### src/rtl/div3_serial_if.sv
// div3_serial_if
//   Handshake bundle for the serial divide-by-3 unit.
//   Producer side: in_valid/in_ready/in.
//   Consumer side: out_valid/out_ready/quotient/remainder/divisible.
//   Modports:
//     master -- the environment (drives operands, accepts results)
//     slave  -- the divider itself
interface div3_serial_if #(
    parameter int WIDTH = 8
);
    logic             in_valid;
    logic             in_ready;
    logic [WIDTH-1:0] in;
    logic             out_valid;
    logic             out_ready;
    logic [WIDTH-1:0] quotient;
    logic [1:0]       remainder;
    logic             divisible;

    modport master (
        output in_valid, in, out_ready,
        input  in_ready, out_valid, quotient, remainder, divisible
    );

    modport slave (
        input  in_valid, in, out_ready,
        output in_ready, out_valid, quotient, remainder, divisible
    );
endinterface

### src/rtl/div3_serial.sv
// div3_serial
//   Sequential divide-by-3. An accepted WIDTH-bit unsigned operand is walked
//   MSB-first through a 3-state remainder recurrence, one bit per clock,
//   rebuilding quotient and remainder so that n = 3*quotient + remainder.
//   Ports:
//     clk    rising-edge clock
//     reset  synchronous, active-high reset (aborts any operation in flight)
//     bus    div3_serial_if.slave:
//              in_valid/in_ready/in                      operand handshake
//              out_valid/out_ready                       result handshake
//              quotient/remainder/divisible              result, held until the
//                                                        next result is produced
module div3_serial #(
    parameter int WIDTH = 8
) (
    input  logic           clk,
    input  logic           reset,
    div3_serial_if.slave   bus
);

    localparam int CNT_W = $clog2(WIDTH + 1);

    typedef enum logic [1:0] {
        IDLE  = 2'd0,
        SHIFT = 2'd1,
        DONE  = 2'd2
    } state_t;

    state_t state;
    state_t state_next;

    logic [WIDTH-1:0] shreg;
    logic [WIDTH-1:0] pq;
    logic [1:0]       rem;
    logic [CNT_W-1:0] cnt;

    logic [WIDTH-1:0] quo_reg;
    logic [1:0]       rem_reg;
    logic             div_reg;

    logic             qbit;
    logic [1:0]       rem_next;
    logic [WIDTH-1:0] pq_next;
    logic             last_bit;

    // One step of long division by 3: t = 2*r + b is at most 5, so a single
    // conditional subtract keeps the running remainder in 0..2.
    // Returns {qbit, r_next}.
    function automatic logic [2:0] div_step(input logic [1:0] r, input logic b);
        logic [2:0] t;
        t = {r, b};
        if (t >= 3'd3) begin
            div_step = {1'b1, 2'(t - 3'd3)};
        end else begin
            div_step = {1'b0, t[1:0]};
        end
    endfunction

    always_comb begin
        {qbit, rem_next} = div_step(rem, shreg[WIDTH-1]);
        pq_next          = (pq << 1) | WIDTH'(qbit);
        last_bit         = (cnt == CNT_W'(1));
    end

    // State register
    always_ff @(posedge clk) begin
        if (reset) begin
            state <= IDLE;
        end else begin
            state <= state_next;
        end
    end

    // Next-state logic
    always_comb begin
        state_next = state;
        case (state)
            IDLE:    if (bus.in_valid) state_next = SHIFT;
            SHIFT:   if (last_bit)     state_next = DONE;
            DONE:    if (bus.out_ready) state_next = IDLE;
            default: state_next = IDLE;
        endcase
    end

    // Datapath: operand load, bit-serial recurrence, result capture
    always_ff @(posedge clk) begin
        if (reset) begin
            shreg   <= '0;
            pq      <= '0;
            rem     <= '0;
            cnt     <= '0;
            quo_reg <= '0;
            rem_reg <= '0;
            div_reg <= 1'b0;
        end else begin
            case (state)
                IDLE: begin
                    if (bus.in_valid) begin
                        shreg <= bus.in;
                        pq    <= '0;
                        rem   <= '0;
                        cnt   <= CNT_W'(WIDTH);
                    end
                end
                SHIFT: begin
                    shreg <= shreg << 1;
                    pq    <= pq_next;
                    rem   <= rem_next;
                    cnt   <= cnt - CNT_W'(1);
                    // Capture straight from the step outputs so the result is
                    // valid on the same edge that consumes the last bit.
                    if (last_bit) begin
                        quo_reg <= pq_next;
                        rem_reg <= rem_next;
                        div_reg <= (rem_next == 2'd0);
                    end
                end
                default: ;
            endcase
        end
    end

    assign bus.in_ready  = (state == IDLE);
    assign bus.out_valid = (state == DONE);
    assign bus.quotient  = quo_reg;
    assign bus.remainder = rem_reg;
    assign bus.divisible = div_reg;

endmodule

### src/flat_wrapper.sv
// flat-port wrapper written by rule: the top's interface ports become plain ports
module div3_serial_flat 
#(
    parameter int WIDTH = 8
)
  (clk, reset, bus_in_valid, bus_in, bus_out_ready, bus_in_ready, bus_out_valid, bus_quotient, bus_remainder, bus_divisible);
  div3_serial_if #(.WIDTH(WIDTH)) bus_i ();
  input  logic clk;
  input  logic reset;
  input wire logic [$bits(bus_i.in_valid)-1:0] bus_in_valid;
  input wire logic [$bits(bus_i.in)-1:0] bus_in;
  input wire logic [$bits(bus_i.out_ready)-1:0] bus_out_ready;
  output wire logic [$bits(bus_i.in_ready)-1:0] bus_in_ready;
  output wire logic [$bits(bus_i.out_valid)-1:0] bus_out_valid;
  output wire logic [$bits(bus_i.quotient)-1:0] bus_quotient;
  output wire logic [$bits(bus_i.remainder)-1:0] bus_remainder;
  output wire logic [$bits(bus_i.divisible)-1:0] bus_divisible;
  assign bus_i.in_valid = bus_in_valid;
  assign bus_i.in = bus_in;
  assign bus_i.out_ready = bus_out_ready;
  assign bus_in_ready = bus_i.in_ready;
  assign bus_out_valid = bus_i.out_valid;
  assign bus_quotient = bus_i.quotient;
  assign bus_remainder = bus_i.remainder;
  assign bus_divisible = bus_i.divisible;
  div3_serial #(.WIDTH(WIDTH)) u_core (.clk(clk), .reset(reset), .bus(bus_i));
endmodule
### config.mk
export PLATFORM = sky130hd
export DESIGN_NAME = div3_serial_flat
export DESIGN_NICKNAME = d
export VERILOG_FILES = /design/src/rtl/div3_serial_if.sv /design/src/rtl/div3_serial.sv /design/src/flat_wrapper.sv
export SDC_FILE = /design/constraint.sdc
export NUM_CORES = 1
export LEC_CHECK = 0
export ABC_AREA = 1
export ABC_CLOCK_PERIOD_IN_PS = 1950
export CAP_MARGIN = 20
export CORE_MARGIN = 5
export CORE_UTILIZATION = 50
export CTS_BUF_LIST = sky130_fd_sc_hd__clkbuf_8
export DETAILED_ROUTE_END_ITERATION = 10
export PLACE_DENSITY = 0.77
export REMOVE_ABC_BUFFERS = 1
export SLEW_MARGIN = 40
export SYNTH_ARGS = -nofsm -noshare
export SYNTH_HDL_FRONTEND = slang
export SYNTH_SLANG_ARGS = --single-unit
### constraint.sdc
create_clock -name clk -period 1.95 [get_ports clk]
set_clock_uncertainty 0.2 [all_clocks]
set_input_delay 0.39 -clock clk [delete_from_list [all_inputs] [get_ports clk]]
set_output_delay 0.39 -clock clk [all_outputs]
set_load 0.01 [all_outputs]
==> reports/metrics.cfg <==
[layout]
fill_cells = 255
fin_nets = 225
drive_gt1_frac = 0.0810
antenna_cells = 0
finalNonFillerCells = 241
final_cell_area_mm2 = 0.00172
area_growth_pct = 23.2
final_core_util = 0.634

[floorplan]
io_pins = 25
start_util = 0.515
die_h_um = 62.8
die_w_um = 62.8
row_count = 19
core_mm2 = 0.00271
dieArea_mm2 = 0.00395

[detailed_routing]
drt-initial-drc-count = 63
vias_per_cell = 5.09
vias = 1226
first_pass_iters = 5
drc = 0
wire_per_inst_um = 11.2
routed_wl_mm = 2.71
ant_nets = 0

[yosys]
syn_inst = 184
synthTopCellsByArea = dfxtp_1 49%, nand2_1 13%, a21oi_1 7.9%, nor2_1 5.7%, o21ai_0 4.3%
synth_cell_types = 24
avgSynthCellArea_um2 = 7.58
synth_area_mm2 = 0.00140
async_reset_ff_frac = 0
ys_seq_area_frac = 0.488
ys_ff_latch = 34
synth_edf_count = 0
yosysWarnings = 0
synth_top_cell_by_area = dfxtp_1
yosysTopAreaCellShare = 0.488
synth-main-ff-cell = dfxtp_1

[placed_design]
dpl_cell_area_mm2 = 0.00164
gp_congestion = 0.775
post-dp-hpwl_mm = 1.96
dp_slack_ns = 0.116
portBuffers = 24
dp_cells = 234

[clock_tree]
hold_buffers = 0
clockRootBuffer = clkbuf_8
path_clk_slew_ns = 0.06
cts.sinks = 34
post_cts_buffers = 0
cts_buffers = 5
cts_tree = built
clock_latency_ns = 0.28
htreeDepth = 2
cts.path.max_buffers = 2
ctsResizeCount = 1

[run]
maxCapViolations = 0

[critical_path]
r2r_end = u_core.bus.quotient[6]
cp.required_ns = 1.36
r2r_cells = 7
r2r-start = u_core.cnt[1]
crit_fanout = 3
cp.arrival_ns = 1.18
worstSetupPathType = register to output port
regToRegSetupSlack_ns = 0.34
cp-end-kind = output port
crit_path_start_kind = register

[worst_hold_path]
min_to = u_core.shreg[0]
min-delay-start = u_core.shreg[0]
min_path_type = register to register
holdPathStages = 2

[sta]
relSlewSlack = 0.702
rsz0062_at_grt = false
timing.final.crit_share = 0.907
hold_violations = 0
fin_ws_ns = 0.181
holdWs_ns = 0.269
tightestPinTransition_ns = 0.447
drv_slew = 0
layout_min_cycle_time_ns = 1.77
setup_viol = 0
finalSetupTns_ns = 0
fmax_ghz = 0.565

[power_and_ir_drop]
power_density_mw_per_mm2 = 821
p_sw_uw = 364
ir_drop_mv = 0.655
p_clk_frac = 0.332
netSwitchingFraction = 0.258
seqPwrFrac = 0.531
p_total_mw = 1.41
p_int_mw = 1.05
pwr-share-comb = 0.137
p_leak_nw = 0.693

[global_routing]
antenna_found_initial = 0
grt_overflow = 0
grt.total_usage = 0.153
grt_pass1_vias = 1172
grt_pass1_wl_mm = 4.93
grt_max_degree = 18

[status]
run_status = finished, final reports clean

## layout by cell type (no fill, tap or decap), drive strengths merged
cell	count
nand4	1
clkdlybuf4s50	22
dlymetal6s2s	1
clkbuf	5
nor2	23
nand3	5
clkinv	1
o211ai	1
dfxtp	34
o22ai	1
and2	1
nand2	51
a22oi	4
a21oi	22
ha	3
dlygate4sd2	1
o21ai	13
buf	2
inv	19
## Yosys cell counts, types with 2 or more instances
cell / n
o21ai_0: 12
inv_2: 4
inv_1: 13
dfxtp_1: 34
nand2_1: 49
a21oi_1: 22
nor2_1: 21
buf_2: 2
nand3_1: 5
ha_1: 3
buf_4: 3
a22oi_1: 4
## worst max path at each step
stage / depth (start not counted) / end / startpoint
after global placement: 8 / u_core.shreg[6] / bus_in_valid
after global routing: 3 / bus_out_valid / u_core.state[1]
final: 3 / bus_out_valid / u_core.state[1]
after floorplan: 5 / u_core.cnt[3] / u_core.state[0]
after CTS: 2 / bus_in_ready / u_core.state[0]
after detailed placement: 8 / u_core.shreg[2] / bus_in_valid
## per-layer routing
layer  global-route usage  vias to the layer above  part of all wire
met3               0.0612                        7             0.075
met2                0.233                       42              0.46
li1                     -                      638                 -
met4               0.0796                        0             0.020
met1                0.183                      539              0.45
met5                    0                        -                 0
## critical path, stage by stage, from the launching register on
cell and delay, ns:
dfxtp_1 0.39, inv_2 0.08, nor2_1 0.13, dlygate4sd2_1 0.30
## cell families (layout without fill, tap and decap cells)
group / Yosys count / after routing / share of synthesized area
and+or+nand+nor: 81 / 81 / 0.245
buffers and inverters: 25 / 51 / 0.0834
AOI/OAI and AO/OA: 41 / 41 / 0.157
adders and majority gates: 3 / 3 / 0.0269
DFF: 34 / 34 / 0.488
## final cells by class
type                       count  area [um^2]  share of cell area
timing repair buffer          26          256               0.149
sequential                    34          681               0.396
clock inverter                 2         7.51             0.00437
inverter                      18         68.8              0.0400
multi-input combinational    125          598               0.348
clock buffer                   5         68.8              0.0400
tap                           31         38.8              0.0226
## power by group through the flow
stage / sequential (mW) / clock, mW / combinational, mW
6_report: 0.750 / 0.469 / 0.193
5_1_grt: 0.754 / 0.508 / 0.220
4_1_cts: 0.750 / 0.484 / 0.194
3_5_place_dp: 0.765 / 0 / 0.194
3_3_place_gp: 0.763 / 0 / 0.189
2_1_floorplan: 0.765 / 0 / 0.111
Power figures use the tool's default switching activity.
==> RTL change 1: new RTL, config.mk and constraints unchanged <==
Encoding of `state_t`: now one-hot (3 bits for 3 states).
--- a/src/rtl/div3_serial.sv
+++ b/src/rtl/div3_serial.sv
@@ -21,8 +21,8 @@
     localparam int CNT_W = $clog2(WIDTH + 1);
 
-    typedef enum logic [1:0] {
-        IDLE  = 2'd0,
-        SHIFT = 2'd1,
-        DONE  = 2'd2
+    typedef enum logic [2:0] {
+        IDLE  = 3'b001,
+        SHIFT = 3'b010,
+        DONE  = 3'b100
     } state_t;
 
Behaviour: same outputs for any inputs over 10 cycles, from zero or initial values and one cycle with reset high; not proved beyond that.
==> RTL change 1 against the original RTL <==
Total power rose by 13%; setup slack got worse by 0.022 ns; highest routed layer unchanged; final cell count is 10% higher; hold slack lost 0.0069 ns; sequential cell count is 1 higher; cell area up 11%; critical endpoint unchanged; non-clock buffer count rose by 3; die area up 5.1%; critical path type unchanged; routed wire length up 13%; area after synthesis rose by 6.1%; utilization grew 4.3 points; global-route usage up 0.71 points.
==> RTL change 1: results (changes against the original RTL) <==
status = complete, no violations
async set-reset flop share out of synthesis = 0% (unchanged)
cts bufs inserted = 5 (unchanged)
synth cell count leaders = nand2_1, dfxtp_1, a21oi_1
max incr delay on CP = 0.34 ns (-0.05 ns)
PortBufs = 24 (unchanged)
top post-synthesis cells by area = dfxtp_1, nand2_1, a21oi_1, inv_1, ha_1
first-pass GRT wire length = 5280 um (+7.0%)
setup repair bufs after CTS = 0 (unchanged)
Peak VDD IR = 0.000820 V (+25%)
Max transition margin = 80.4% (+10 points)
CP Max Fanout = 3 (unchanged)
Compound-Gate Fraction of Synth Area = 12.7% (-3.0 points)
Skew-Pair Late Insertion Delay = 0.29 ns
Leak = 0.758 nW (+9.3%)
Reg clk slew, reported paths = 0.07 ns
number of global-route vias before repair = 1184 (+1.0%)
drt first pass iters = 4 (-1)
Yosys warnings = 0 (unchanged)
crit path DAT = 1.20 ns (+0.02 ns)
Synth Area in Adders = 2.54% (-0.15 points)
xor-xnor portion of the synthesized cell area = 0.592% (+0.59 points)
DP HPWL = 2020 um (+3.0%)
CTS Buffer Depth = 2 (unchanged)
worst hold path type = flip-flop to flip-flop
largest net degree at the start of global routing = 30 (+12)
layout cells sized above 1 = 8.94% (+0.84 points)
Syn Inst Count = 206 (+12%)
drt first-iter violations = 84 (+33%)
Via density = 4.91 (-3.4%)
gpl congestion = 0.727 (-6.2%)
post-synthesis sequential area ratio = 47.3% (-1.5 points)
routed len/inst = 11.5 um (+2.5%)
Unique masters post-synth = 21 (-13%)
GRT Util Overall = 16.0% (+0.71 points)
root buffer cell = clkbuf_8
# diodes = 0 (unchanged)
multiplexer area fraction after synthesis = 0% (unchanged)
H-tree depth = 2 (unchanged)
initial antenna violation count = 0 (unchanged)
CP max stage cell = dfxtp_1
number of cells after detailed placement = 258 (+10%)
WL final = 3060 um (+13%)
Nets = 249 (+11%)
[RTL change 1: cell count changes in the layout (fill, tap and decap cells not counted), moves of 3 or more]
cell	delta
a21oi_1	+10
nor2_1	-14
a22oi_1	-4
inv_2	-3
buf_12	+3
o21ai_0	-8
nand2_1	+39
inv_1	-3
[RTL change 1: worst paths after layout]
check             depth (start not counted)  slack (ns)                           startpoint                             endpoint
setup reg to reg                          7        0.38           u_core.cnt[1]$_SDFFE_PP0P_  u_core.bus.quotient[5]$_SDFFE_PP0P_
hold reg to reg                           2        0.26  u_core.bus.quotient[6]$_SDFFE_PP0P_  u_core.bus.quotient[6]$_SDFFE_PP0P_
hold / removal                            2        0.26  u_core.bus.quotient[6]$_SDFFE_PP0P_  u_core.bus.quotient[6]$_SDFFE_PP0P_
setup / recovery                          3        0.16         u_core.state[2]$_SDFFE_PP0P_                        bus_out_valid
[RTL change 1: cells by family (layout without fill, tap and decap cells)]
| group | Yosys count | after routing |
|---|---|---|
| and+or+nand+nor | 109 | 109 |
| AOI/OAI and AO/OA | 37 | 37 |
| DFF | 35 | 35 |
| buffers and inverters | 21 | 50 |
| adders and majority gates | 3 | 3 |
| xor gates and xnor gates | 1 | 1 |
[RTL change 1: repair_timing]
item / 4_1_cts / 5_1_grt
hold endpoints to repair: 0 / 0
endpoints found under the setup margin: 2 / 0
gates resized for setup: 3 / 0
[RTL change 1: cell type report]
cell class                      count  area (um2)
Clock inverter                      2        35.0
Tap cell                           31        38.8
Sequential cell                    35         701
Timing Repair Buffer               29         313
Fill cell                         241         905
Clock buffer                        6        82.6
Inverter                           13        48.8
Multi-Input combinational cell    150         682
[RTL change 1: report_power, final]
part	internal (mW)	switching, mW	total, mW
Sequential	0.739	0.0171	0.756
Clock	0.413	0.255	0.669
Combinational	0.0787	0.0984	0.177
[RTL change 1: layer usage]
layer,part of all wire [%],GRT usage [%]
met3,4.1,5.18
met1,51,19.8
met5,0,0
met2,43,25.9
met4,1.6,6.07
[RTL change 1: critical path: cells and delay by family (launching register included)]
| kind | cells | cell delay, ns |
|---|---|---|
| buffers and inverters | 2 | 0.38 |
| AND/OR/NAND/NOR | 1 | 0.19 |
| flip-flops | 1 | 0.34 |
[RTL change 1: stage by stage]
| step | hold WS [ns] | worst slack (ns) | area (um2) |
|---|---|---|---|
| finish | 0.262 | 0.159 | 1900 |
| CTS | 0.263 | 0.150 | 1900 |
| floorplan | 0.235 | 0.217 | 1430 |
| global route | 0.278 | 0.0418 | 1900 |
| detailed placement | 0.254 | 0.183 | 1780 |
| global placement | 0.250 | 0.193 | 1780 |
==> RTL change 2: new RTL, same settings <==
Made on the original files. `WIDTH` is set to 8 in 3 places; all go to 16.
--- a/src/rtl/div3_serial_if.sv
+++ b/src/rtl/div3_serial_if.sv
@@ -7,5 +7,5 @@
 //     slave  -- the divider itself
 interface div3_serial_if #(
-    parameter int WIDTH = 8
+    parameter int WIDTH = 16
 );
     logic             in_valid;
--- a/src/rtl/div3_serial.sv
+++ b/src/rtl/div3_serial.sv
@@ -12,5 +12,5 @@
 //                                                        next result is produced
 module div3_serial #(
-    parameter int WIDTH = 8
+    parameter int WIDTH = 16
 ) (
     input  logic           clk,
--- a/src/flat_wrapper.sv
+++ b/src/flat_wrapper.sv
@@ -2,5 +2,5 @@
 module div3_serial_flat 
 #(
-    parameter int WIDTH = 8
+    parameter int WIDTH = 16
 )
   (clk, reset, bus_in_valid, bus_in, bus_out_ready, bus_in_ready, bus_out_valid, bus_quotient, bus_remainder, bus_divisible);
Ports: changed (resized bus_in and bus_quotient); port bits go from 25 to 41. No check against the original RTL was run, so the function may have changed too.
==> RTL change 2 against the original RTL <==
Sequential cell count rose by 25; area after synthesis increased by 70%; total power grew 99%; register-to-register slack lost 0.09 ns; routed wire length increased by 84%; cell area is 78% higher; setup slack got worse by 0.027 ns; count of clock-buffer cells in the layout rose by 6; critical endpoint unchanged; highest routed layer unchanged.
==> RTL change 2: results (changes against the original RTL) <==
via count = 2148 (+75%)
DP HPWL = 3230 um (+64%)
status = complete, no violations
met2 routed WL = 2310 um (+87%)
drt first-iter violations = 191 (+200%)
crit path DAT = 1.21 ns (+0.03 ns)
Compound-Gate Fraction of Synth Area = 13.0% (-2.6 points)
worst r2r src = u_core.state[0]$_SDFFE_PP0P_
top post-synthesis cells by area = dfxtp_1, nand2_1, nor2_1, a21oi_1, o21ai_0
Leak = 1.19 nW (+71%)
GRT Util Overall = 18.0% (+2.7 points)
Worst-Margin Slew = 0.343 ns (-0.104 ns)
number of global-route vias before repair = 1961 (+67%)
cts bufs inserted = 9 (+4)
final period utilization = 92.1% (+1.4 points)
H-tree depth = 3 (+1)
met1 wire length = 2260 um (+87%)
layout cells sized above 1 = 8.94% (+0.85 points)
post-synthesis sequential area ratio = 49.7% (+0.87 points)
GR Layer Usage met2 = 30.1% (+6.8 points)
PortBufs = 40 (+67%)
CP max stage cell = dfxtp_2
met3 wire len = 305 um (+50%)
number of cells after detailed placement = 407 (+74%)
Nets = 387 (+72%)
Synth Area in Adders = 1.58% (-1.1 points)
RTL change 2: where the power goes:
group	total [mW]	switching (mW)	leakage, nW	internal [mW]
Clock	1.17	0.506	0.0978	0.661
Combinational	0.356	0.198	0.609	0.158
Sequential	1.29	0.0316	0.480	1.26
RTL change 2: timing repair:
action                     4_1_cts  5_1_grt
gates resized for setup          2        2
setup endpoints to repair        2        3
hold buffers                     0        0
gates cloned                     0        0
RTL change 2: worst min path at each step:
stage                     slack [ns]                          to                        from  depth (start not counted)
after floorplan                 0.23  u_core.pq[14]$_SDFFE_PP0P_  u_core.pq[14]$_SDFFE_PP0P_                          2
after global placement          0.25  u_core.pq[14]$_SDFFE_PP0P_  u_core.pq[14]$_SDFFE_PP0P_                          2
after detailed placement        0.25  u_core.pq[14]$_SDFFE_PP0P_  u_core.pq[14]$_SDFFE_PP0P_                          2
after CTS                       0.26  u_core.pq[14]$_SDFFE_PP0P_  u_core.pq[14]$_SDFFE_PP0P_                          2
after global routing            0.28  u_core.cnt[1]$_SDFFE_PP0P_  u_core.cnt[1]$_SDFFE_PP0P_                          2
final                           0.26  u_core.pq[14]$_SDFFE_PP0P_  u_core.pq[14]$_SDFFE_PP0P_                          2
RTL change 2: worst max-delay path: cells and delay by family (launching register included):
family	cells	cell delay (ns)
AND/OR/NAND/NOR	1	0.14
flip-flops	1	0.36
buffers and inverters	2	0.38
RTL change 2: layout make-up:
| type | instances | area (um2) |
|---|---|---|
| multi-input cells | 228 | 1030 |
| repair buffers | 47 | 500 |
| well taps | 54 | 67.6 |
| clock inverters | 5 | 61.3 |
| inverters | 19 | 71.3 |
| fillers | 406 | 1600 |
| clock buffers | 11 | 151 |
| flip-flops and latches | 59 | 1180 |
